`config.mk`:
```
export PLATFORM = sky130hd
export DESIGN_NAME = thor2022_branch_update_queue
export DESIGN_NICKNAME = d
export VERILOG_FILES = /design/src/rtl/Thor2022_pkg.sv /design/src/rtl/Thor2022_buq_ram.sv /design/src/rtl/thor2022_branch_update_queue.sv
export SDC_FILE = /design/constraint.sdc
export NUM_CORES = 1
export LEC_CHECK = 0
export CORE_AREA = 5 5 148 150
export DETAILED_ROUTE_END_ITERATION = 7
export DIE_AREA = 0 0 153 155
export DONT_BUFFER_PORTS = 1
export PLACE_DENSITY_LB_ADDON = 0.1
export SLEW_MARGIN = 20
export SYNTH_ARGS = -nofsm -noshare
export SYNTH_HDL_FRONTEND = slang
export SYNTH_SLANG_ARGS = --single-unit
export TNS_END_PERCENT = 1
```
`constraint.sdc`:
```
create_clock -name clk -period 7.3 [get_ports clk]
set_input_delay 1.46 -clock clk [delete_from_list [all_inputs] [get_ports clk]]
set_output_delay 1.46 -clock clk [all_outputs]
set_load 0.01 [all_outputs]
```
`src/rtl/Thor2022_pkg.sv`:
```
// Thor2022_pkg
//   Types shared by the branch update queue and its storage.
//   Address       : instruction address type
//   BranchOutcome : one resolved branch {ip, takb, pred}
package Thor2022_pkg;

  localparam int ADDR_W = 32;

  typedef logic [ADDR_W-1:0] Address;

  typedef struct packed {
    Address ip;
    logic   takb;
    logic   pred;
  } BranchOutcome;

endpackage

```
`src/rtl/Thor2022_buq_ram.sv`:
```
// Thor2022_buq_ram
//   DEPTH x BranchOutcome storage for the branch update queue.
//   One synchronous write port and one asynchronous read port; no reset.
//   The pred bit is only kept when THOR2022_BUQ_STATS_EN is defined;
//   otherwise it reads back as 0.
// Ports:
//   clk      : clock
//   i_we     : write enable
//   i_waddr  : write index
//   i_wdata  : entry to write
//   i_raddr  : read index
//   o_rdata  : entry at i_raddr (combinational)
module Thor2022_buq_ram
  import Thor2022_pkg::*;
#(
  parameter int DEPTH = 8,
  parameter int AW    = $clog2(DEPTH)
) (
  input  logic              clk,
  input  logic              i_we,
  input  logic [AW-1:0]     i_waddr,
  input  BranchOutcome      i_wdata,
  input  logic [AW-1:0]     i_raddr,
  output BranchOutcome      o_rdata
);

  Address r_ip   [DEPTH];
  logic   r_takb [DEPTH];
`ifdef THOR2022_BUQ_STATS_EN
  logic   r_pred [DEPTH];
`else
  logic   w_unused_pred;
  assign w_unused_pred = i_wdata.pred;
`endif

  always_ff @(posedge clk) begin
    if (i_we) begin
      r_ip[i_waddr]   <= i_wdata.ip;
      r_takb[i_waddr] <= i_wdata.takb;
`ifdef THOR2022_BUQ_STATS_EN
      r_pred[i_waddr] <= i_wdata.pred;
`endif
    end
  end

  always_comb begin
    o_rdata      = '0;
    o_rdata.ip   = r_ip[i_raddr];
    o_rdata.takb = r_takb[i_raddr];
`ifdef THOR2022_BUQ_STATS_EN
    o_rdata.pred = r_pred[i_raddr];
`endif
  end

endmodule

```
`src/rtl/thor2022_branch_update_queue.sv`:
```
// thor2022_branch_update_queue
//   Holds resolved branches from execute until they commit, then feeds them
//   to the gselect predictor update port in program order, one per cycle.
//   Uncommitted entries are discarded on flush; committed ones always drain.
//   Pointers: hd = oldest, cp = oldest uncommitted, tl = next free.
//   Committed region [hd,cp), speculative region [cp,tl). Pointers carry one
//   extra MSB so that full and empty are distinguishable.
// Optional feature macro: THOR2022_BUQ_STATS_EN (adds upd_cnt / miss_cnt and
//   stores the predicted direction per entry).
// Ports:
//   clk, rst (sync, active-low)
//   en               : allow draining to the predictor
//   ex_v/ex_ip/ex_takb/ex_pred, ex_rdy : enqueue from execute
//   cmt, flush       : commit oldest uncommitted / discard uncommitted
//   xisBranch/xip/takb : registered update strobe and payload
//   count            : total occupancy
//   upd_cnt/miss_cnt : delivered updates / delivered mispredictions (stats)
module thor2022_branch_update_queue
  import Thor2022_pkg::*;
#(
  parameter int DEPTH = 8,
  parameter int CW    = $clog2(DEPTH) + 1
) (
  input  logic          clk,
  input  logic          rst,
  input  logic          en,
  input  logic          ex_v,
  input  Address        ex_ip,
  input  logic          ex_takb,
  input  logic          ex_pred,
  output logic          ex_rdy,
  input  logic          cmt,
  input  logic          flush,
  output logic          xisBranch,
  output Address        xip,
  output logic          takb,
  output logic [CW-1:0] count
`ifdef THOR2022_BUQ_STATS_EN
  ,
  output logic [31:0]   upd_cnt,
  output logic [31:0]   miss_cnt
`endif
);

  localparam logic [CW-1:0] PTR_ONE = CW'(1);
  localparam logic [CW-1:0] DEPTH_C = CW'(DEPTH);

  logic [CW-1:0] r_hd;
  logic [CW-1:0] r_cp;
  logic [CW-1:0] r_tl;

  logic          w_enq;
  logic          w_cmt;
  logic          w_drain;
  logic [CW-1:0] w_cp_nxt;
  BranchOutcome  w_wdata;
  BranchOutcome  w_rdata;

  assign count  = r_tl - r_hd;
  // Based on registered pointers only: a drain this cycle frees a slot next cycle.
  assign ex_rdy = (count < DEPTH_C);

  assign w_enq   = ex_v && ex_rdy && !flush;
  // An entry written this cycle sits at tl, so cp != tl already excludes it.
  assign w_cmt   = cmt && (r_cp != r_tl);
  assign w_drain = en && (r_hd != r_cp);

  assign w_cp_nxt = w_cmt ? (r_cp + PTR_ONE) : r_cp;

  always_comb begin
    w_wdata      = '0;
    w_wdata.ip   = ex_ip;
    w_wdata.takb = ex_takb;
`ifdef THOR2022_BUQ_STATS_EN
    w_wdata.pred = ex_pred;
`endif
  end

`ifndef THOR2022_BUQ_STATS_EN
  logic w_unused_ex_pred;
  assign w_unused_ex_pred = ex_pred;
`endif

  Thor2022_buq_ram #(
    .DEPTH (DEPTH),
    .AW    (CW - 1)
  ) u_ram (
    .clk     (clk),
    .i_we    (w_enq),
    .i_waddr (r_tl[CW-2:0]),
    .i_wdata (w_wdata),
    .i_raddr (r_hd[CW-2:0]),
    .o_rdata (w_rdata)
  );

  always_ff @(posedge clk) begin
    if (!rst) begin
      r_hd      <= '0;
      r_cp      <= '0;
      r_tl      <= '0;
      xisBranch <= 1'b0;
      xip       <= '0;
      takb      <= 1'b0;
    end else begin
      r_cp <= w_cp_nxt;
      // Flush rewinds tl to the commit point after this cycle's commit.
      if (flush) begin
        r_tl <= w_cp_nxt;
      end else if (w_enq) begin
        r_tl <= r_tl + PTR_ONE;
      end
      if (w_drain) begin
        r_hd <= r_hd + PTR_ONE;
        xip  <= w_rdata.ip;
        takb <= w_rdata.takb;
      end
      xisBranch <= w_drain;
    end
  end

`ifdef THOR2022_BUQ_STATS_EN
  always_ff @(posedge clk) begin
    if (!rst) begin
      upd_cnt  <= '0;
      miss_cnt <= '0;
    end else if (w_drain) begin
      upd_cnt <= upd_cnt + 32'd1;
      if (w_rdata.pred != w_rdata.takb) begin
        miss_cnt <= miss_cnt + 32'd1;
      end
    end
  end
`endif

endmodule

```
==> summary.md, run 1 <==
| Metric | Value |
|---|---|
| Result of the run | completed |
| Source of the critical timing path | r_hd[2]$_SDFFE_PN0P_ |
| Number of global-route vias before repair | 6139 |
| Largest voltage drop on the vdd net | 0.2292 mV |
| Beginning of the worst hold path | xip[19]$_SDFFE_PN0P_ |
| Fraction of synthesis flops using an asynchronous set or reset pin | 0 |
| Placement row count | 53 |
| Pre-CTS setup slack | 3.027 ns |
| Number of search-and-repair iterations in the first detailed-routing pass | 7 |
| Number of distinct library cell variants in the gate-level netlist after synthesis | 45 |
| Signed area change from the synthesized netlist to the final layout | 10.54% |
| GR Util All Layers | 0.1926 |
| Number of inserted diodes | 0 |
| Highest-count cells in the layout ignoring fill and taps | sky130_fd_sc_hd__edfxtp_1, sky130_fd_sc_hd__nand2_1, sky130_fd_sc_hd__mux4_2 |
| Period Utilization, post-route | 0.6510 |
| Arr. time, crit path | 3.29 ns |
| Clock root buffer | sky130_fd_sc_hd__clkbuf_16 |
| Fillers | ~1400 |
| Total leakage power | between 0.004 and 0.005 uW |
| Synth warn | 0 |
| Mean routed wirelength per cell | 23.25 um |
| Setup TNS | 0 ns |
| Final Critical Period | between 4 and 5 ns |
| Total of buffers placed on input and output ports | 0 |
| Endpoints failing setup | 0 |
| Remaining design rule violation count | 0 |
| Synth Cell Area | 11980 um2 |
| RSZ-0062 raised after global routing | false |
| Initial Util | 0.5827 |
| Endpoint required time on the critical path | ~5.8 ns |
| Ratio of total power to cell area | 293.2 nW/um2 |
| PnR Total Power | 3882 uW |
| Worst clock skew | 0.01166 ns |
| Maximum frequency from static timing analysis | 210.4 MHz |
| Reg-to-reg critical path startpoint | r_hd[2]$_SDFFE_PN0P_ |
| Worst Setup Start Kind | flip-flop |
| Total vias in the final route | 5884 |
| Average cell area after synthesis | 18.21 um2 |
| Ports | 79 |
| CTS H-tree depth | 1 |
| Aggregate global routing overflow | 0 |
| Total count of max-transition violations in the final report | 0 |
| Initial antenna violation count | 0 |
| Count of mapped cells out of synthesis | 658 |
| Floorplan core area | approximately 21000 um2 |
| Post-CTS clock slew at the launch and capture registers of the worst setup and hold paths | 0.06 ns |
| Total placed cells including tap cells | 905 |
| Hold Path Class | reg2reg |
| Critical path type | reg2out |
| Number of nets still failing antenna checks after routing | 0 |
| DRC marker count from the first detailed-route iteration | 336 |
| Syn nets | just over 700 |
| Worst-margin pin slew | 1.049 ns |
| Number of flops mapped to enable cells by yosys | 264 |
| Register area share after synthesis | 0.7387 |
| Clock network latency to the later pin of the worst-skew pair | about 0.54 ns |
| Routed Wire Length | 22360 um |
| Final GP Congestion | 0.8280 |
| Final Hold Vio Count | 0 |
| Post-synthesis sequential element count | 310 |
| Main flop type after synthesis | sky130_fd_sc_hd__edfxtp_1 |
| Max FO, Critical Path | about 70 |
| Number of buffers added for setup after CTS | 0 |
| Pin count of the biggest net entering global routing | 71 |
| Clock tree buffer depth | 3 |
| Count of cells resized by post-cts repair | 0 |
| Number of buffers inserted during clock tree synthesis | 31 |
| Final setup margin | roughly 2.5 ns |
| Chip Width | about 150 um |
| Number of non-filler instances in the completed layout | 962 |
| Layout cells sized above 1 | 0.2023 |
| Leading cell type in the layout, fill and taps excluded | sky130_fd_sc_hd__edfxtp_1 |
| Area of the die | 23720 um2 |
| Post-CTS Hold Fix Bufs | 0 |
| Final nets | 710 |
| CTS tree | built |
| Multi-input gate area | 2884 um2 |
| First-pass GRT wire length | 35310 um |
| Vert. Die Dim | 155 um |
| Sink count of the clock tree | 310 |
| HPWL reported at the end of detailed placement | 12220 um |
| Average via count per standard cell | 6.116 |
| Sequential cell area | 8857 um2 |
| Fin Hold WS | 0.5421 ns |
| Normalized max-slew margin | 0.3009 |
| Worst setup EP type | output pin |
| Number of maximum-capacitance violations | 0 |
## report_power, final
group / internal (uW) / total, uW / switching [uW]
clock network: 934 / 1540 / 610
logic: 141 / 282 / 141
registers: 1980 / 2060 / 75.6
total: 3050 / 3880 / 827
## routing by layer
layer  vias up  global-route usage  wire length (um)
met5         -                   0                 0
met4         0             0.04370               361
met3        32             0.04784              1485
met2       177              0.3233             11230
met1      3032              0.2607              9284
li1       2643                   -                 -
## area by class of cell
cell class,instances,share of cell area
sequential,310,0.6689
multi-input combinational,295,0.2178
clock buffer,43,0.06274
tap,275,0.02599
clock inverter,14,0.01323
timing repair buffer,15,0.008504
inverter,10,0.002835
## registers in the layout, indices dropped and copies added, names as in the netlist
signal / cells
takb: 1
r_cp: 4
r_tl: 4
xisBranch: 1
u_ram.r_takb: 8
r_hd: 4
u_ram.r_ip: 256
xip: 32
## worst paths after layout
| kind | end | slack [ns] | cells after the start |
|---|---|---|---|
| setup / recovery | ex_rdy | 2.55 | 6 |
| hold reg to reg | xip[19]$_SDFFE_PN0P_ | 0.54 | 2 |
| setup reg to reg | u_ram.r_ip[0][18]$_DFFE_PP_ | 3.02 | 7 |
| hold / removal | xip[19]$_SDFFE_PN0P_ | 0.54 | 2 |
## logic make-up (layout without fill, tap and decap cells)
kind of cell | count (synthesis) | count (layout) | share of synthesized area
adders and majority gates | 7 | 7 | 0.007938
DFF | 310 | 310 | 0.7387
AOI/OAI and AO/OA | 60 | 60 | 0.04126
buffers and inverters | 53 | 82 | 0.02465
xor gates and xnor gates | 15 | 15 | 0.01097
muxes | 67 | 67 | 0.1249
and+or+nand+nor | 146 | 146 | 0.05160
## synthesized netlist by cell type, drive strengths merged (3+ instances only)
master / n / share of area
a21oi: 5 / 0.0024
a311oi: 34 / 0.025
a41oi: 3 / 0.0022
buf: 27 / 0.016
clkbuf: 16 / 0.0051
dfxtp: 46 / 0.077
edfxtp: 264 / 0.66
ha: 6 / 0.0063
inv: 9 / 0.0028
mux4: 66 / 0.12
nand2: 76 / 0.024
nand3: 5 / 0.0021
nand4: 3 / 0.0016
nor2: 40 / 0.013
nor3: 6 / 0.0025
nor4: 5 / 0.0026
o31ai: 3 / 0.0019
o41ai: 3 / 0.0022
xnor2: 7 / 0.0051
xor2: 8 / 0.0058
## through the flow
stage                 util  cell area [um2]
detailed placement  0.5952            12240
floorplan                -            11980
finish              0.6441            13240
global route        0.6441            13240
CTS                 0.6441            13240
global placement    0.5952            12240
## worst max-delay path, stage by stage, from the launching register on
cell,delay (ns)
sky130_fd_sc_hd__dfxtp_4,1.05
sky130_fd_sc_hd__inv_1,0.20
sky130_fd_sc_hd__ha_1,0.42
sky130_fd_sc_hd__and3b_1,0.24
sky130_fd_sc_hd__o21ai_0,0.47
sky130_fd_sc_hd__nand2_1,0.23
sky130_fd_sc_hd__inv_1,0.15
Power figures use the tool's default switching activity.
==> run 2: changes to the inputs <==
clock period = 4.38 ns   (was 7.3 ns; I/O delays follow)
==> run 2 against run 1 <==
Net effect: clock power grew 62%; clock skew rose by 0.0012 ns; sequential cell count did not move; clock-buffer cell count rose by 1; cell count increased by 0.42%; register-to-register slack worse by 2.2 ns; largest cell class unchanged.
==> summary.md, run 2 (synthesis gave the netlist of run 1 again) <==
| Metric | Value |
|---|---|
| Gate power share | 0.083 |
| Aggregate global routing overflow | 0 |
| Placement row count | 53 |
| Clock network latency to the later pin of the worst-skew pair | 0.54 ns |
| Arr. time, crit path | 3.81 ns |
| Final setup margin | 0.7978 ns |
| Vert. Die Dim | 155 um |
| Total of buffers placed on input and output ports | 0 |
| Leading cell type in the layout, fill and taps excluded | sky130_fd_sc_hd__edfxtp_1 |
| Average via count per standard cell | 6.169 |
| HPWL reported at the end of detailed placement | 12510 um |
| Count of cells resized by post-cts repair | 0 |
| CTS H-tree depth | 1 |
| Internal | between 5000 and 6000 uW |
| Worst clock skew | 0.01288 ns |
| Fin Hold WS | ~0.43 ns |
| Remaining design rule violation count | 0 |
| Fraction of the core area covered by cells at the end of the flow | 0.6477 |
| Number of buffers inserted during clock tree synthesis | 31 |
| Setup TNS | 0 ns |
| Final Critical Period | roughly 3.6 ns |
| Layout cells sized above 1 | 0.2084 |
| Ratio of total power to cell area | around 480 nW/um2 |
| Power share of the clock group | 0.388 |
| Routed Wire Length | 23280 um |
| Power share of the sequential group | 0.529 |
| Number of search-and-repair iterations in the first detailed-routing pass | 5 |
| Placed Area | about 12000 um2 |
| Multi-input gate area | around 3000 um2 |
| Post-CTS Hold Fix Bufs | 0 |
| CTS tree | built |
| Worst setup EP type | flip-flop |
| Top Registers | u_ram.r_ip: 256 flops, xip: 32 flops, u_ram.r_takb: 8 flops |
| Endpoints failing setup | 0 |
| Fillers | roughly 1400 |
| Largest voltage drop on the vdd net | 0.3756 mV |
| Total leakage power | 0.004174 uW |
| GR Util All Layers | 0.1980 |
| Number of nets still failing antenna checks after routing | 0 |
| Post-CTS clock slew at the launch and capture registers of the worst setup and hold paths | 0.06 ns |
| Cell with the largest stage delay on the worst path | sky130_fd_sc_hd__nor4_4 |
| Pre-CTS setup slack | approximately 0.79 ns |
| Critical path type | reg2reg |
| Floorplan core area | 20560 um2 |
| Chip Width | around 150 um |
| RSZ-0062 raised after global routing | false |
| Final nets | 715 |
| Number of inserted diodes | 0 |
| Number of global-route vias before repair | 6164 |
| Normalized max-slew margin | 0.2797 |
| Ports | 79 |
| Hold Path Class | in2reg |
| Final Hold Vio Count | 0 |
| Initial Util | 0.5827 |
| Power spent charging and discharging nets | 1394 uW |
| Worst-margin pin slew | about 1.1 ns |
| Total count of max-transition violations in the final report | 0 |
| Result of the run | completed |
| Number of buffers added for setup after CTS | 0 |
| Clock tree buffer depth | 3 |
| Signed area change from the synthesized netlist to the final layout | 11.14% |
| Maximum frequency from static timing analysis | 279.2 MHz |
| Number of maximum-capacitance violations | 0 |
| Pin count of the biggest net entering global routing | 69 |
| Area of all placed cells without fillers | 13310 um2 |
| Max FO, Critical Path | 27 |
| Critical path, cell by cell | ha_1, and3b_1, o21ai_0, nand3_1, nor4_4, buf_12 |
| Top reg by flops | u_ram.r_ip |
| Final GP Congestion | 0.8039 |
| Total vias in the final route | 5959 |
| Highest-count cells in the layout ignoring fill and taps | sky130_fd_sc_hd__edfxtp_1, sky130_fd_sc_hd__nand2_1, sky130_fd_sc_hd__mux4_2 |
| Worst Setup Start Kind | flip-flop |
| Area of the die | about 24000 um2 |
| Flip-flop count of the largest register, all copies and words added | 256 |
| Endpoint required time on the critical path | 4.61 ns |
| Number of cells traversed by the worst hold path | 0 |
| Mean routed wirelength per cell | 24.10 um |
| Initial antenna violation count | 0 |
| Period Utilization, post-route | 0.8179 |
| Cell count of the worst reg-to-reg path | 6 |
| Switching power as a share of total power | 0.2177 |
| Sink count of the clock tree | 310 |
| Sequential cell area | between 8000 and 9000 um2 |
| First-pass GRT wire length | 35980 um |
| Largest stage delay on the critical path | 0.78 ns |
| Clock root buffer | sky130_fd_sc_hd__clkbuf_16 |
| DRC marker count from the first detailed-route iteration | approximately 360 |
-- run 2: cell count changes in the layout (fill, tap and decap cells not counted) --
cell,change
sky130_fd_sc_hd__clkinvlp_4,+1
sky130_fd_sc_hd__inv_6,-1
sky130_fd_sc_hd__buf_12,+3
sky130_fd_sc_hd__clkbuf_1,-1
sky130_fd_sc_hd__nor4_2,-4
sky130_fd_sc_hd__nor4_4,+4
sky130_fd_sc_hd__bufinv_16,-2
sky130_fd_sc_hd__clkbuf_8,+2
sky130_fd_sc_hd__buf_4,+2
-- run 2: through the flow --
| step | total power (uW) | cells |
|---|---|---|
| 4_1_cts | 6464 | 966 |
| 6_report | 6405 | 966 |
| 3_3_place_gp | 3980 | 910 |
| 3_5_place_dp | 3993 | 910 |
| 5_1_grt | 6660 | 966 |
| 2_1_floorplan | 3882 | 658 |
-- run 2: area by class of cell --
| class | count | area share |
|---|---|---|
| inverter | 10 | 0.002819 |
| timing repair buffer | 20 | 0.01410 |
| clock buffer | 44 | 0.06419 |
| sequential | 310 | 0.6653 |
| multi-input combinational | 295 | 0.2192 |
| clock inverter | 12 | 0.008552 |
| tap | 275 | 0.02584 |
-- run 2: layer usage --
layer  up-vias  GRT usage  part of all wire
li1       2647          -                 -
met1      3087     0.2656              0.40
met2       184     0.3323              0.50
met3        41    0.04979             0.076
met4         0    0.04879             0.020
met5         -          0                 0
-- run 2: worst paths after layout --
path / slack [ns] / from / to
max: 0.80 / r_tl[2]$_SDFFE_PN0P_ / u_ram.r_ip[2][7]$_DFFE_PP_
min: 0.43 / ex_ip[20] / u_ram.r_ip[1][20]$_DFFE_PP_
max reg2reg: 0.80 / r_tl[2]$_SDFFE_PN0P_ / u_ram.r_ip[2][7]$_DFFE_PP_
min reg2reg: 0.55 / xip[17]$_SDFFE_PN0P_ / xip[17]$_SDFFE_PN0P_
-- run 2: worst max-delay path: cells and delay by family, from the launching register on --
| family | cells | cell delay, ns |
|---|---|---|
| adders and majority gates | 1 | 0.39 |
| buffers and inverters | 1 | 0.31 |
| and+or+nand+nor | 3 | 1.58 |
| AOI/OAI and AO/OA | 1 | 0.36 |
| DFF | 1 | 0.62 |
-- run 2: power groups by stage --
stage | clock, uW | combinational, uW | sequential [uW]
final | 2490 | 530 | 3390
after global routing | 2670 | 590 | 3400
after CTS | 2530 | 541 | 3390
after detailed placement | 0 | 538 | 3450
after global placement | 0 | 530 | 3450
after floorplan | 0 | 460 | 3420
